===== config.mk =====
export PLATFORM = sky130hd
export DESIGN_NAME = reset_ctrl
export DESIGN_NICKNAME = d
export VERILOG_FILES = /design/src/rtl/reset_pkg.sv /design/src/rtl/btn_debounce.sv /design/src/rtl/reset_ctrl.sv
export SDC_FILE = /design/constraint.sdc
export NUM_CORES = 1
export LEC_CHECK = 0
export BUFFER_PORTS_ARGS = -buffer_cell sky130_fd_sc_hd__buf_2
export CAP_MARGIN = 40
export CORE_ASPECT_RATIO = 1.75
export CORE_UTILIZATION = 57
export CTS_CLUSTER_SIZE = 24
export DETAILED_ROUTE_END_ITERATION = 6
export GPL_ROUTABILITY_DRIVEN = 0
export PLACE_DENSITY = 0.86
export REMOVE_ABC_BUFFERS = 1
export SLEW_MARGIN = 20
export SYNTH_ARGS = -nofsm -noshare
export SYNTH_HDL_FRONTEND = slang
export SYNTH_SLANG_ARGS = --single-unit

===== constraint.sdc =====
create_clock -name clk -period 3.4 [get_ports clk]
set_input_delay 0.34 -clock clk [delete_from_list [all_inputs] [get_ports clk]]
set_output_delay 0.34 -clock clk [all_outputs]
set_load 0.02 [all_outputs]

===== src/rtl/reset_pkg.sv =====
// Shared types and constants for the reset source controller.
package reset_pkg;

  // Controller state: HOLD keeps the system in reset, RUN lets it run.
  typedef enum logic {HOLD = 1'b0, RUN = 1'b1} rst_state_t;

  // Cause bits, LSB first: power-on, button, software, watchdog.
  typedef struct packed {
    logic wdt;
    logic sw;
    logic btn;
    logic por;
  } rst_cause_t;

  localparam logic [3:0] CAUSE_POR = 4'b0001;
  localparam logic [3:0] CAUSE_BTN = 4'b0010;
  localparam logic [3:0] CAUSE_SW  = 4'b0100;
  localparam logic [3:0] CAUSE_WDT = 4'b1000;

  // Counter width for a counter that must reach n-1; never narrower than 1 bit.
  function automatic int cnt_w(input int n);
    return (n > 1) ? $clog2(n) : 1;
  endfunction

endpackage


===== src/rtl/btn_debounce.sv =====
// Push-button conditioner: 2-flop synchronizer followed by a saturating
// debounce counter. btn_pressed rises once the synchronized button has read
// low for DEBOUNCE_CYCLES-1 consecutive cycles and falls on the first high read.
module btn_debounce #(
  parameter int DEBOUNCE_CYCLES = 50000
) (
  input  logic clk,
  input  logic rst,
  input  logic btn_n,
  output logic btn_pressed
);
  import reset_pkg::*;

  localparam int            CW      = cnt_w(DEBOUNCE_CYCLES);
  localparam logic [CW-1:0] CNT_MAX = CW'(DEBOUNCE_CYCLES - 1);
  // Counter value one edge before saturation; pressed rises on the same edge
  // the counter lands on CNT_MAX.
  localparam logic [CW-1:0] CNT_ARM = CW'(DEBOUNCE_CYCLES - 2);

  logic          sync1;
  logic          sync2;
  logic [CW-1:0] cnt;

  // Two-flop synchronizer; idles released (high) so reset never looks like a press.
  always_ff @(posedge clk or posedge rst) begin
    if (rst) begin
      sync1 <= 1'b1;
      sync2 <= 1'b1;
    end else begin
      sync1 <= btn_n;
      sync2 <= sync1;
    end
  end

  // Count consecutive low reads; saturate at CNT_MAX so a held button never wraps.
  always_ff @(posedge clk or posedge rst) begin
    if (rst) begin
      cnt         <= '0;
      btn_pressed <= 1'b0;
    end else if (sync2) begin
      cnt         <= '0;
      btn_pressed <= 1'b0;
    end else begin
      if (cnt != CNT_MAX) cnt <= cnt + CW'(1);
      if (cnt >= CNT_ARM) btn_pressed <= 1'b1;
    end
  end

endmodule


===== src/rtl/reset_ctrl.sv =====
// Reset source controller: merges power-on, button, software and watchdog
// reset sources into one registered, minimum-width active-low reset request,
// and keeps a sticky record of what caused the last reset.
module reset_ctrl #(
  parameter int HOLD_CYCLES     = 16,
  parameter int DEBOUNCE_CYCLES = 50000,
  parameter int WDT_CYCLES      = 16777216
) (
  input  logic                          clk,
  input  logic                          rst,
  input  logic                          btn_n,
  input  logic                          sw_rst_req,
  input  logic                          wdt_en,
  input  logic                          wdt_kick,
  output logic                          sys_rst_n,
  output logic [3:0]                    rst_cause,
  output logic [$clog2(WDT_CYCLES)-1:0] wdt_count
);
  import reset_pkg::*;

  localparam int            HW        = cnt_w(HOLD_CYCLES);
  localparam logic [HW-1:0] HOLD_LAST = HW'(HOLD_CYCLES - 1);
  localparam int            WW        = $clog2(WDT_CYCLES);
  localparam logic [WW-1:0] WDT_LAST  = WW'(WDT_CYCLES - 1);

  rst_state_t    state;
  logic [HW-1:0] hold_cnt;
  logic          btn_pressed;
  logic          wdt_fire;
  logic          any_req;
  rst_cause_t    req_cause;

  btn_debounce #(
    .DEBOUNCE_CYCLES(DEBOUNCE_CYCLES)
  ) u_btn (
    .clk         (clk),
    .rst         (rst),
    .btn_n       (btn_n),
    .btn_pressed (btn_pressed)
  );

  // Request decode: a kick in the terminal cycle beats the fire.
  always_comb begin
    wdt_fire      = (state == RUN) && wdt_en && !wdt_kick && (wdt_count == WDT_LAST);
    any_req       = wdt_fire || sw_rst_req || btn_pressed;
    req_cause     = '0;
    req_cause.wdt = wdt_fire;
    req_cause.sw  = sw_rst_req;
    req_cause.btn = btn_pressed;
  end

  // Hold/run FSM with registered reset output and sticky cause capture.
  always_ff @(posedge clk or posedge rst) begin
    if (rst) begin
      state     <= HOLD;
      hold_cnt  <= '0;
      sys_rst_n <= 1'b0;
      rst_cause <= CAUSE_POR;
    end else begin
      case (state)
        HOLD: begin
          // A held button keeps restarting the hold window, so release is
          // always followed by a full HOLD_CYCLES of reset.
          if (btn_pressed) begin
            hold_cnt <= '0;
          end else if (hold_cnt == HOLD_LAST) begin
            state     <= RUN;
            sys_rst_n <= 1'b1;
          end else begin
            hold_cnt <= hold_cnt + HW'(1);
          end
        end
        RUN: begin
          if (any_req) begin
            state     <= HOLD;
            sys_rst_n <= 1'b0;
            hold_cnt  <= '0;
            rst_cause <= req_cause;
          end
        end
        default: begin
          state     <= HOLD;
          sys_rst_n <= 1'b0;
          hold_cnt  <= '0;
        end
      endcase
    end
  end

  // Watchdog: counts in RUN while enabled; any reset entry clears it so the
  // count never wraps past WDT_LAST.
  always_ff @(posedge clk or posedge rst) begin
    if (rst) begin
      wdt_count <= '0;
    end else if (state == HOLD || !wdt_en || wdt_kick || any_req) begin
      wdt_count <= '0;
    end else begin
      wdt_count <= wdt_count + WW'(1);
    end
  end

endmodule


After elaboration in Yosys (flattened, before gate mapping)
Index checks and enable logic that the tools add are counted.

Memories kept: 0. Word-level logic and storage cells: 53. Memory bits (read-only): 0. Latch bits: 0. Register bits: 53. Output and inout bits: 29. RAM bits: 0. Input port bits: 6.

Div/mod/pow operators: 0. Equality and inequality tests: 7. Bitwise gates (word level): 1. Reductions and logical operators: 15. Multipliers: 0. Shift-type cells: 0. Multiplexer cells: 17. Magnitude comparators: 1. $add $sub $neg: 3.

Operators by type and width (number): $mux 16 (2); $add 24x1->24 const B (1); $eq 24x24->1 const B (1); $mux 24 (1); $add 16x1->16 const B (1); $ge 16x16->1 const B (1); $ne 16x16->1 const B (1); $mux 4 (3); $mux 1 (8); $pmux 4 s2 (1); $logic_or 1x1->1 (5); $add 4x1->4 const B (1); $eq 4x4->1 const B (1); $ne 2x2->1 const B (2); $pmux 1 s2 (2); $reduce_and 2->1 (2); $reduce_bool 2->1 (2); $logic_and 1x1->1 (3); $ne 3x2->1 const B (1); $reduce_and 3->1 (1); $logic_not 1->1 (2); $ne 2x1->1 const B (1); $not 1->1 (1).

Depth between registers and ports, before layout
Word-level depth: 7. Mapped depth: 7. Depth with buffers taken out: 7.

Modules after synthesis
A second synthesis with hierarchy kept.

Cell total of the unflattened synthesis: 276. Area total of the unflattened synthesis: 2770.2 um^2.

Modules (own cells, without submodules): reset_ctrl (area each 1810.5 um^2, cells an instance 178, seq. area each 852.1 um^2, times used 1); btn_debounce (area each 959.7 um^2, cells an instance 98, seq. area each 478.0 um^2, times used 1).

Worst setup path before layout
Ideal clock, no wire load.

Path type: reg2reg. From: reg wdt_count[0]. To: reg wdt_count[13]. Setup slack: 1.268 ns. Required time: 3.279 ns. Clock period less this slack: 2.132 ns. Arrival: 2.011 ns. Buffers on the path: 1. Cell stages (with the launch flop): 8. Cells stage by stage: dfrtp_1 -> ha_1 -> nand3_1 -> nor4_4 -> nand4_2 -> nand3_1 -> buf_2 -> nor2_1.

Word-level cells in the longest chain between the ends: 6.

RTL lines: start: declaration (line reset_ctrl.sv:17) `output logic [$clog2(WDT_CYCLES)-1:0] wdt_count`; start signal: assignment (line reset_ctrl.sv:98) `wdt_count <= wdt_count + WW'(1);`; branches (longest 5 deep; another with $add 24x1->24); $mux 24 * (line reset_ctrl.sv:95) `end else if (state == HOLD || !wdt_en || wdt_kick || any_req) begin`.

Every way passes the cells marked *. A chain may end at the register's enable or synchronous reset.

Final worst setup path
From: reg wdt_count[0]. To: reg wdt_count[23].

Same word-level chain as after synthesis.

==> results.yml <==
outcome:
  status: "complete, no violations"
layout:
  final_common_cell: "dfrtp_1"
  layout-drive-gt1-share_pct: 18.2
  nets: 301
  nFillCells: 362
  n_antenna_cell: 0
  final_cell_mix: "dfrtp_1 (50), nor2_1 (43), buf_2 (34)"
  area_growth_pct: 13.4
die:
  row_count: 31
  die_area_sq_mm: 0.00478
  die_h_um: 90.7
  top_level_ports: 35
  coreArea_sq_mm: 0.00423
  dieWidth_um: 52.7
  initial_core_util_pct: 60.6
critical_path:
  cp-endpoint: "wdt_count[23]"
  cp.required_ps: 3560
  worstReg2RegStart: "wdt_count[0]"
  endpoint_kind: "flop"
  cp-startpoint: "wdt_count[0]"
  critPathMaxFanout: 22
  critPathArrivalTime_ps: 2790
  reg2reg_to: "wdt_count[23]"
  r2r_slack_ps: 770
  start_kind: "flop"
  reg2regPathDepth: 6
  crit_type: "reg2reg"
cts:
  cts.clk_slew.worst_paths_ps: 90
  clock-sinks: 53
  cts_resized: 0
  cts_buffers: 5
  postCtsHoldBufs: 0
  tritoncts: "done"
  root_buffer: "clkbuf_8"
  insertion_delay_ps: 310
  cts_buffer_depth: 2
  cts_setup_buffers: 0
  cts-htree-levels: 2
power:
  peakVddDrop_mv: 0.463
  clkPwrFrac_pct: 31.3
  p_per_area_mw_per_mm2: 485
  cell_internal_pwr_uw: 1020
  p_sw_uw: 388
  swShare_pct: 27.6
  comb_power_share_pct: 14.4
  power_frac_seq_pct: 54.3
  p_leak_uw: 0.00133
route:
  vias_per_cell: 5.86
  drc_errors: 0
  wl_per_cell_um: 15.1
  dr.pass1.iters: 4
  wirelength_um: 5150
  drt_iter0_markers: 38
  via_count: 1997
  ant_nets: 0
sta:
  setup_viol: 0
  fin_ws_ps: 773
  worst-slew-pin-transition_ps: 822
  rsz0062_at_grt: "no"
  finalMaxSlewViolations: 0
  slew_headroom_pct: 45.1
  fmax_mhz: 381
  final.period_utilization_pct: 77.3
  period_needed_ps: 2630
  hold_violations: 0
  setup_tns_ps: 0
  clock_skew_ps: 10.3
synth:
  synth_cell_types: 40
  synth_area_sq_mm: 0.00256
  synth_cells: 256
  avgSynthCellArea_sq_um: 10.0
  ys_seq_area_share_pct: 51.9
  synth-seq-cells: 53
  synth_warnings: 0
flow_run:
  max-cap-violations: 0
placement:
  dp_hpwl_um: 3620
  io_buffers: 34
  pre_cts_ws_ps: 766
global_route:
  grt_pass1_wl_um: 8590
  grt_max_degree: 35
  grt.overflow.total: 0
  grt_pass1_vias: 1985
  grtUsageTotal_pct: 24.0
  antenna_found_initial: 0
min_path:
  hp-class: "in2reg"
## worst min path at each step
stage / slack, ps / to / depth (start not counted) / from
floorplan: 340 / u_btn.sync1 / 0 / btn_n
global placement: 350 / u_btn.sync2 / 0 / u_btn.sync1
detailed placement: 350 / u_btn.sync2 / 0 / u_btn.sync1
CTS: 110 / u_btn.sync1 / 1 / btn_n
global route: 110 / u_btn.sync1 / 1 / btn_n
finish: 120 / u_btn.sync1 / 1 / btn_n
## cell families (layout without fill, tap and decap cells)
group	count (synthesis)	count (layout)	synth area share [%]
XOR/XNOR	34	34	11.6
AND/OR/NAND/NOR	125	125	25.8
flip-flops	53	53	51.9
buffers and inverters	15	51	2.59
adder cells (fa/ha/maj)	4	4	1.95
AO/OA/AOI/OAI	25	25	6.15
## synthesized netlist by cell type
| library cell | count | area share, % |
|---|---|---|
| a31oi_1 | 2 | 0.49 |
| nand3b_1 | 1 | 0.29 |
| nor3b_1 | 1 | 0.29 |
| or4_4 | 2 | 0.88 |
| nand2_1 | 15 | 2.2 |
| a21oi_1 | 4 | 0.78 |
| nand3_1 | 23 | 4.5 |
| or3_1 | 4 | 0.98 |
| nor2_1 | 43 | 6.3 |
| and3_1 | 5 | 1.2 |
| xnor2_1 | 15 | 5.1 |
| xor2_1 | 19 | 6.5 |
| buf_6 | 1 | 0.44 |
| a211oi_1 | 1 | 0.29 |
| a22o_1 | 2 | 0.68 |
| or4b_1 | 1 | 0.39 |
| ha_1 | 4 | 2.0 |
| buf_1 | 1 | 0.15 |
| o211ai_1 | 1 | 0.29 |
| nor4_4 | 1 | 0.83 |
| o41ai_1 | 1 | 0.34 |
| nor4_1 | 2 | 0.49 |
| nand4_1 | 11 | 2.7 |
| nand4_2 | 1 | 0.49 |
| dfstp_2 | 3 | 3.1 |
| inv_1 | 7 | 1.0 |
| nand2b_1 | 1 | 0.24 |
| and2_1 | 2 | 0.49 |
| o211a_1 | 1 | 0.39 |
| nor2b_1 | 1 | 0.24 |
| and4_4 | 1 | 0.44 |
| nor3_1 | 4 | 0.78 |
| and3b_1 | 1 | 0.34 |
| buf_2 | 2 | 0.39 |
| clkbuf_1 | 4 | 0.59 |
| o21ai_0 | 11 | 2.1 |
| dfrtp_1 | 50 | 49 |
| o32a_1 | 1 | 0.39 |
| and4_1 | 5 | 1.7 |
| a31o_2 | 1 | 0.34 |
## worst max-delay path, cell delays in order, from the launching register on
cell,delay (ps)
dfrtp_1,410
ha_1,200
nand3_1,210
nor4_4,560
nand4_2,310
nand3_1,670
nor2_1,130
## layer usage
metal	track usage (%)	vias to the layer above	part of all wire [%]
met3	4.04	14	2.7
met4	10.1	0	2.9
li1	-	955	-
met5	0	-	0
met2	43.6	47	56
met1	25.6	981	38
## registers in the layout (all words and copies together) (netlist names)
| register | cells |
|---|---|
| u_btn.sync1 | 1 |
| hold_cnt | 4 |
| u_btn.sync2 | 1 |
| rst_cause | 4 |
| wdt_count | 24 |
| u_btn.cnt | 16 |
| sys_rst_n | 1 |
| u_btn.btn_pressed | 1 |
| state | 1 |
## layout make-up
cell class / count / area (sq um) / area share, %
well taps: 49 / 61.3 / 2.11
flip-flops and latches: 53 / 1330 / 45.8
repair buffers: 36 / 205 / 7.06
clock inverters: 1 / 30.0 / 1.03
multi-input cells: 188 / 1170 / 40.1
clock buffers: 7 / 86.3 / 2.97
inverters: 7 / 26.3 / 0.904
## power groups by stage
| stage | logic, uW | clock network, uW | registers [uW] |
|---|---|---|---|
| after detailed placement | 202 | 0 | 773 |
| after floorplan | 124 | 0 | 782 |
| after global routing | 229 | 468 | 775 |
| after CTS | 207 | 448 | 763 |
| final | 203 | 441 | 764 |
| after global placement | 190 | 0 | 769 |
## stage by stage
step | cell area [sq um] | instances | utilization [%] | total power, uW | hold slack, ps
2_1_floorplan | 2520 | 248 | - | 906 | 344
3_3_place_gp | 2760 | 332 | 65.3 | 959 | 346
3_5_place_dp | 2790 | 333 | 66.0 | 974 | 347
4_1_cts | 2910 | 341 | 68.7 | 1420 | 114
5_1_grt | 2910 | 341 | 68.7 | 1470 | 112
6_report | 2910 | 341 | 68.7 | 1410 | 123
(Power assumes the default switching activity.)
